$ cat src/rtl/trng_ctrl_if.sv
// Output handshake bundle for the TRNG controller.
//   rnd_byte  : debiased random byte, driven by the controller
//   rnd_valid : rnd_byte holds an unconsumed byte, driven by the controller
//   rd_ready  : consumer can accept rnd_byte this cycle, driven by the consumer
// master = byte producer (trng_ctrl), slave = byte consumer.
interface trng_ctrl_if;
  logic [7:0] rnd_byte;
  logic       rnd_valid;
  logic       rd_ready;

  modport master (
    output rnd_byte,
    output rnd_valid,
    input  rd_ready
  );

  modport slave (
    input  rnd_byte,
    input  rnd_valid,
    output rd_ready
  );
endinterface

$ cat src/rtl/trng_ctrl.sv
// Sequencing and post-processing controller for a free-running ring-oscillator
// entropy source.
// It performs these steps:
//   - enables the oscillator
//   - synchronises its raw output
//   - decimates it with a programmable divider
//   - applies von Neumann debiasing
//   - runs a repetition-count health test
//   - packs debiased bits into bytes
// Ports:
//   clk         : system clock, rising edge
//   rst_n       : synchronous active-low reset
//   ena         : block enable, low forces IDLE and clears the datapath
//   osc_raw     : asynchronous ring-oscillator output
//   sample_div  : sample period minus one, in clk cycles
//   osc_en      : oscillator enable, high in every state except IDLE
//   health_fail : sticky repetition-test failure flag
//   rd_if       : byte output handshake (rnd_byte / rnd_valid / rd_ready)
module trng_ctrl #(
  parameter int DIV_W     = 8,
  parameter int REP_LIMIT = 32,
  parameter int WARMUP    = 64
) (
  input  logic             clk,
  input  logic             rst_n,
  input  logic             ena,
  input  logic             osc_raw,
  input  logic [DIV_W-1:0] sample_div,
  output logic             osc_en,
  output logic             health_fail,
  trng_ctrl_if.master      rd_if
);

  localparam int WARM_W = (WARMUP > 1) ? $clog2(WARMUP) : 1;
  localparam int REP_W  = $clog2(REP_LIMIT + 1);
  localparam logic [WARM_W-1:0] WARM_LAST = WARM_W'(WARMUP - 1);
  localparam logic [REP_W-1:0]  REP_MAX   = REP_W'(REP_LIMIT);

  typedef enum logic [1:0] {
    ST_IDLE,
    ST_WARMUP,
    ST_RUN,
    ST_FAIL
  } state_t;

  state_t            state_q, state_d;
  logic [1:0]        sync_q, sync_d;
  logic [WARM_W-1:0] warm_q, warm_d;
  logic [DIV_W-1:0]  div_q, div_d;
  logic [REP_W-1:0]  rep_q, rep_d;
  logic              prev_q, prev_d;
  logic              phase_q, phase_d;
  logic              first_q, first_d;
  logic [7:0]        shift_q, shift_d;
  logic [3:0]        cnt_q, cnt_d;
  logic [7:0]        byte_q, byte_d;
  logic              valid_q, valid_d;
  logic              health_q, health_d;

  logic              sample;
  logic              strobe;
  logic [REP_W-1:0]  rep_next;
  logic [7:0]        shift_tmp;
  logic [3:0]        cnt_tmp;

  // Second synchroniser stage is the only view of the oscillator the logic uses.
  assign sample = sync_q[1];

  // Next-state logic. The ena-low override sits last so it wins over
  // everything, and a health trip is evaluated after the byte transfer
  // so it discards any byte completing on the same edge.
  always_comb begin
    state_d   = state_q;
    sync_d    = {sync_q[0], osc_raw};
    warm_d    = warm_q;
    div_d     = div_q;
    rep_d     = rep_q;
    prev_d    = prev_q;
    phase_d   = phase_q;
    first_d   = first_q;
    shift_d   = shift_q;
    cnt_d     = cnt_q;
    byte_d    = byte_q;
    valid_d   = valid_q;
    health_d  = health_q;
    strobe    = 1'b0;
    rep_next  = rep_q;
    shift_tmp = shift_q;
    cnt_tmp   = cnt_q;

    case (state_q)
      ST_IDLE: begin
        if (ena) begin
          state_d = ST_WARMUP;
          warm_d  = '0;
        end
      end

      ST_WARMUP: begin
        warm_d = warm_q + 1'b1;
        if (warm_q == WARM_LAST) begin
          state_d = ST_RUN;
          div_d   = sample_div;
          rep_d   = '0;
          phase_d = 1'b0;
        end
      end

      ST_RUN: begin
        if (div_q == '0) begin
          strobe = 1'b1;
          div_d  = sample_div;
        end else begin
          div_d = div_q - 1'b1;
        end

        if (valid_q && rd_if.rd_ready) begin
          valid_d = 1'b0;
        end

        if (strobe) begin
          // rep_q == 0 marks "no sample yet since RUN entry".
          if (rep_q == '0 || sample != prev_q) begin
            rep_next = REP_W'(1);
          end else begin
            rep_next = rep_q + 1'b1;
          end
          rep_d  = rep_next;
          prev_d = sample;

          if (!phase_q) begin
            first_d = sample;
            phase_d = 1'b1;
          end else begin
            phase_d = 1'b0;
            // Unequal pair emits its first sample; a full shifter drops the bit.
            if (first_q != sample && cnt_q != 4'd8) begin
              shift_tmp = {shift_q[6:0], first_q};
              cnt_tmp   = cnt_q + 1'b1;
            end
          end
        end

        shift_d = shift_tmp;
        cnt_d   = cnt_tmp;

        if (cnt_tmp == 4'd8 && (!valid_q || rd_if.rd_ready)) begin
          byte_d  = shift_tmp;
          valid_d = 1'b1;
          cnt_d   = '0;
        end

        if (strobe && rep_next == REP_MAX) begin
          state_d  = ST_FAIL;
          health_d = 1'b1;
          valid_d  = 1'b0;
          shift_d  = '0;
          cnt_d    = '0;
        end
      end

      ST_FAIL: begin
      end

      default: begin
        state_d = ST_IDLE;
      end
    endcase

    if (!ena) begin
      state_d  = ST_IDLE;
      warm_d   = '0;
      div_d    = '0;
      rep_d    = '0;
      phase_d  = 1'b0;
      shift_d  = '0;
      cnt_d    = '0;
      valid_d  = 1'b0;
      health_d = 1'b0;
    end
  end

  // State register with synchronous active-low reset.
  always_ff @(posedge clk) begin
    if (!rst_n) begin
      state_q  <= ST_IDLE;
      sync_q   <= '0;
      warm_q   <= '0;
      div_q    <= '0;
      rep_q    <= '0;
      prev_q   <= 1'b0;
      phase_q  <= 1'b0;
      first_q  <= 1'b0;
      shift_q  <= '0;
      cnt_q    <= '0;
      byte_q   <= '0;
      valid_q  <= 1'b0;
      health_q <= 1'b0;
    end else begin
      state_q  <= state_d;
      sync_q   <= sync_d;
      warm_q   <= warm_d;
      div_q    <= div_d;
      rep_q    <= rep_d;
      prev_q   <= prev_d;
      phase_q  <= phase_d;
      first_q  <= first_d;
      shift_q  <= shift_d;
      cnt_q    <= cnt_d;
      byte_q   <= byte_d;
      valid_q  <= valid_d;
      health_q <= health_d;
    end
  end

  assign osc_en          = (state_q != ST_IDLE);
  assign health_fail     = health_q;
  assign rd_if.rnd_byte  = byte_q;
  assign rd_if.rnd_valid = valid_q;

endmodule

$ cat src/flat_wrapper.sv
// flat-port wrapper written by rule: the top's interface ports become plain ports
module trng_ctrl_flat 
#(
  parameter int DIV_W     = 8,
  parameter int REP_LIMIT = 32,
  parameter int WARMUP    = 64
)
  (clk, rst_n, ena, osc_raw, sample_div, osc_en, health_fail, rd_if_rnd_byte, rd_if_rnd_valid, rd_if_rd_ready);
  trng_ctrl_if rd_if_i ();
  input  logic clk;
  input  logic rst_n;
  input  logic ena;
  input  logic osc_raw;
  input  logic [DIV_W-1:0] sample_div;
  output logic osc_en;
  output logic health_fail;
  output wire logic [$bits(rd_if_i.rnd_byte)-1:0] rd_if_rnd_byte;
  output wire logic [$bits(rd_if_i.rnd_valid)-1:0] rd_if_rnd_valid;
  input wire logic [$bits(rd_if_i.rd_ready)-1:0] rd_if_rd_ready;
  assign rd_if_rnd_byte = rd_if_i.rnd_byte;
  assign rd_if_rnd_valid = rd_if_i.rnd_valid;
  assign rd_if_i.rd_ready = rd_if_rd_ready;
  trng_ctrl #(.DIV_W(DIV_W), .REP_LIMIT(REP_LIMIT), .WARMUP(WARMUP)) u_core (.clk(clk), .rst_n(rst_n), .ena(ena), .osc_raw(osc_raw), .sample_div(sample_div), .osc_en(osc_en), .health_fail(health_fail), .rd_if(rd_if_i));
endmodule
$ cat config.mk
export PLATFORM = sky130hd
export DESIGN_NAME = trng_ctrl_flat
export DESIGN_NICKNAME = d
export VERILOG_FILES = /design/src/rtl/trng_ctrl_if.sv /design/src/rtl/trng_ctrl.sv /design/src/flat_wrapper.sv
export SDC_FILE = /design/constraint.sdc
export NUM_CORES = 1
export LEC_CHECK = 0
export CAP_MARGIN = 20
export CORE_MARGIN = 1
export CORE_UTILIZATION = 55
export DETAILED_ROUTE_END_ITERATION = 8
export DONT_BUFFER_PORTS = 1
export GPL_TIMING_DRIVEN = 0
export PLACE_DENSITY = 0.81
export SLEW_MARGIN = 40
export SYNTH_ARGS = -nofsm -noshare
export SYNTH_HDL_FRONTEND = slang
export SYNTH_SLANG_ARGS = --single-unit
$ cat constraint.sdc
create_clock -name clk -period 3.34 [get_ports clk]
set_input_delay 0.668 -clock clk [delete_from_list [all_inputs] [get_ports clk]]
set_output_delay 0.668 -clock clk [all_outputs]
set_load 0.01 [all_outputs]
==> metrics.txt <==
area share of the largest cell type after synthesis=35.8%; pwr dens=420 mW/mm2; total CTS buffers=5; Die X=72.6 um; Tot GR Track Use=23.7%; combinational fraction of design power=11.5%; Hold Vio Cnt, Final=0; P_int=941 uW; Synth Instances=328; synth warn=0; fin crit share=85.1%; die height=72.6 um; share of cells above drive strength 1=7.74%; switching share of power=24.4%; Max IR drop VDD=0.226 mV; Seq pwr share=48.1%; Worst EP required=3.54 ns; initial antenna violation count=0; Multi-input gate area=0.00165 mm2; CP max FO=10; metal2 WL=2890 um; status=completed; vias per cell=5.98; DPL Wire Length=4280 um; largest net degree at the start of global routing=17; RSZ-0062 raised after global routing=no; worst rel slew slack=50.3%; syn_nets=353; Critical Path Source Type=register; max-slew violations=0; number of flops mapped to enable cells by yosys=0; Layout area overhead=8.08%; max cap viols=0; Met1 Wirelength=2690 um; core area=0.00475 mm2; Worst-Margin Slew=0.738 ns; Tightest Hold Check Type=register to register; post-CTS sizing=0; final WL=5870 um; Post-CTS Hold Buffers=0; Psw=304 uW; reg2reg start=u_core.div_q[2]; Via Count=2408; RePlAce Congestion=0.947; deepest clock path buffer count=2; clock skew=0.00463 ns; number of distinct library cells after synthesis=55; CTS tree=built; cells on worst reg2reg path=8; Routed Antenna Nets=0; # port buffers=0; first-pass GRT wire length=9690 um; Worst Setup Path Type=register to register; fill count=407; register area=981 um2; post-synth top area cell=dfxtp_1; power share of the clock group=40.4%; final setup vio count=0; endpoint class of the critical path=register; Total Nets Final=360; synthesized area per cell=8.36 um2; min Tclk post-route=2.84 ns; Worst-path clk slew=0.09 ns; met3 WL=241 um; Worst EP arrival=3.04 ns; #FFs+latches synth=49; global route overflow=0; Lkg Pwr=0.00112 uW; Top Metal Used=met4; clock sinks=49; Async S/R FF share, synth=0%; Initial Utilization=57.7%; DIE AREA=0.00527 mm2; crit path launch=u_core.div_q[2]; setup TNS=0 ns; maximum clock rate=352 MHz; Clk Latency, worst-skew pair=0.30 ns; DR iter-0 viols=165; row cnt=25; placed instance count=395; postcts setup bufs=0; synthesized area=0.00274 mm2; number of global-route vias before repair=2188; DRC Markers=0; CTS Root Cell=clkbuf_8; H-Tree Depth=2; Min-Delay Path Depth=1; Non-Filler Instances=403; register area share after synthesis=35.8%; top cells by area, synth=dfxtp_1 (36%), ha_1 (5.5%), mux2i_1 (4.4%), nand2_1 (4.4%), a21oi_1 (4.0%); top_reg_cell synth=dfxtp_1; # diodes=0; HP Start=u_core.sync_q[0]; I/O Pins=24; first drt pass iteration count=4; final hold slack=0.438 ns; routed len/inst=14.6 um
## final timing paths
path,endpoint,slack [ns]
max reg2reg,u_core.rd_if.rnd_byte[5],0.50
min reg2reg,u_core.sync_q[1],0.44
min,u_core.sync_q[1],0.44
max,u_core.rd_if.rnd_byte[5],0.50
## layer usage
| layer | vias up | global-route usage (%) |
|---|---|---|
| met1 | 1147 | 30.5 |
| met5 | - | 0 |
| met2 | 50 | 39.9 |
| met3 | 6 | 4.01 |
| li1 | 1205 | - |
| met4 | 0 | 8.50 |
## cells by family (layout without fill, tap and decap cells)
logic type,after synthesis,after routing,synth area share (%)
simple gates,136,136,27.2
compound gates,84,84,20.7
flops,49,49,35.8
buf+inv,27,35,3.88
fa+ha+maj,12,12,5.48
mux,12,12,4.38
xor+xnor,8,8,2.56
## per-stage QoR
step                util (%)  instance area, um2  setup WS [ns]  total power, uW
floorplan                  -                2740          0.893              721
global placement        59.4                2830          0.570              751
detailed placement      59.4                2830          0.543              753
CTS                     62.3                2960          0.522             1260
global route            62.3                2960          0.253             1290
finish                  62.3                2960          0.499             1250
## critical path: stages (launching register included)
cell	delay [ns]
dfxtp_1	0.38
nor4_2	0.58
and4_1	0.32
nand4_1	0.15
o31a_1	0.30
nor4_2	0.50
buf_2	0.31
nand2_1	0.07
o211a_1	0.12
## synth_stat cells, types with 2 or more instances
cell	count
nor2b_1	4
and2_1	5
dfxtp_1	49
nor3_4	2
nand4_1	9
nor3_1	10
clkbuf_1	10
or3_1	4
nor4_1	2
a21oi_2	2
xnor2_1	4
mux2i_1	12
xor2_1	4
buf_1	2
or4_1	2
a21o_1	2
o211a_1	8
o21ai_0	18
and3_1	6
nor4bb_1	2
a21oi_1	22
nand3b_1	2
a211oi_1	4
nand2b_1	4
o211ai_1	2
nor2_1	29
o21a_1	2
ha_1	12
nand2_1	32
or2_2	3
nor4_2	3
nand3_1	10
inv_1	13
a22oi_1	12
## final cells by class
cell class                 count  area share, %
buffer                        14           1.94
clock buffer                   5           2.32
clock inverter                 3           2.32
inverter                      13           1.65
multi-input combinational    252           55.8
sequential                    49           33.1
tap                           67           2.83
## flip-flops by register name (all words and copies together), names as in the netlist, 2 cells and up
name                   cells
u_core.warm_q              6
u_core.cnt_q               4
u_core.state_q             2
u_core.rd_if.rnd_byte      8
u_core.shift_q             8
u_core.rep_q               6
u_core.div_q               8
u_core.sync_q              2
## placed cells by master, fill, tap and decap left out, types with 2 or more instances in the layout
cell,instances
dfxtp_1,49
nand4_1,9
or2_2,3
nand3b_1,2
nor3_4,2
a211oi_1,4
nor4_2,3
buf_1,2
clkbuf_1,10
bufinv_16,2
nor2b_1,4
ha_1,12
nor3_1,10
xnor2_1,4
o21a_1,2
o21ai_0,18
nand2_1,32
xor2_1,4
a21oi_2,2
or4_1,2
o211ai_1,2
or3_1,4
nor4_1,2
mux2i_1,12
nand3_1,10
a21o_1,2
a22oi_1,12
nor4bb_1,2
o211a_1,8
clkbuf_8,5
nor2_1,29
and3_1,6
and2_1,5
a21oi_1,22
inv_1,13
nand2b_1,4
## power groups by stage
stage / logic [uW] / clock network [uW] / registers [uW]
floorplan: 111 / 0 / 610
global placement: 139 / 0 / 612
detailed placement: 141 / 0 / 612
CTS: 143 / 514 / 599
global route: 160 / 535 / 600
finish: 143 / 503 / 599
(Power assumes the default switching activity.)
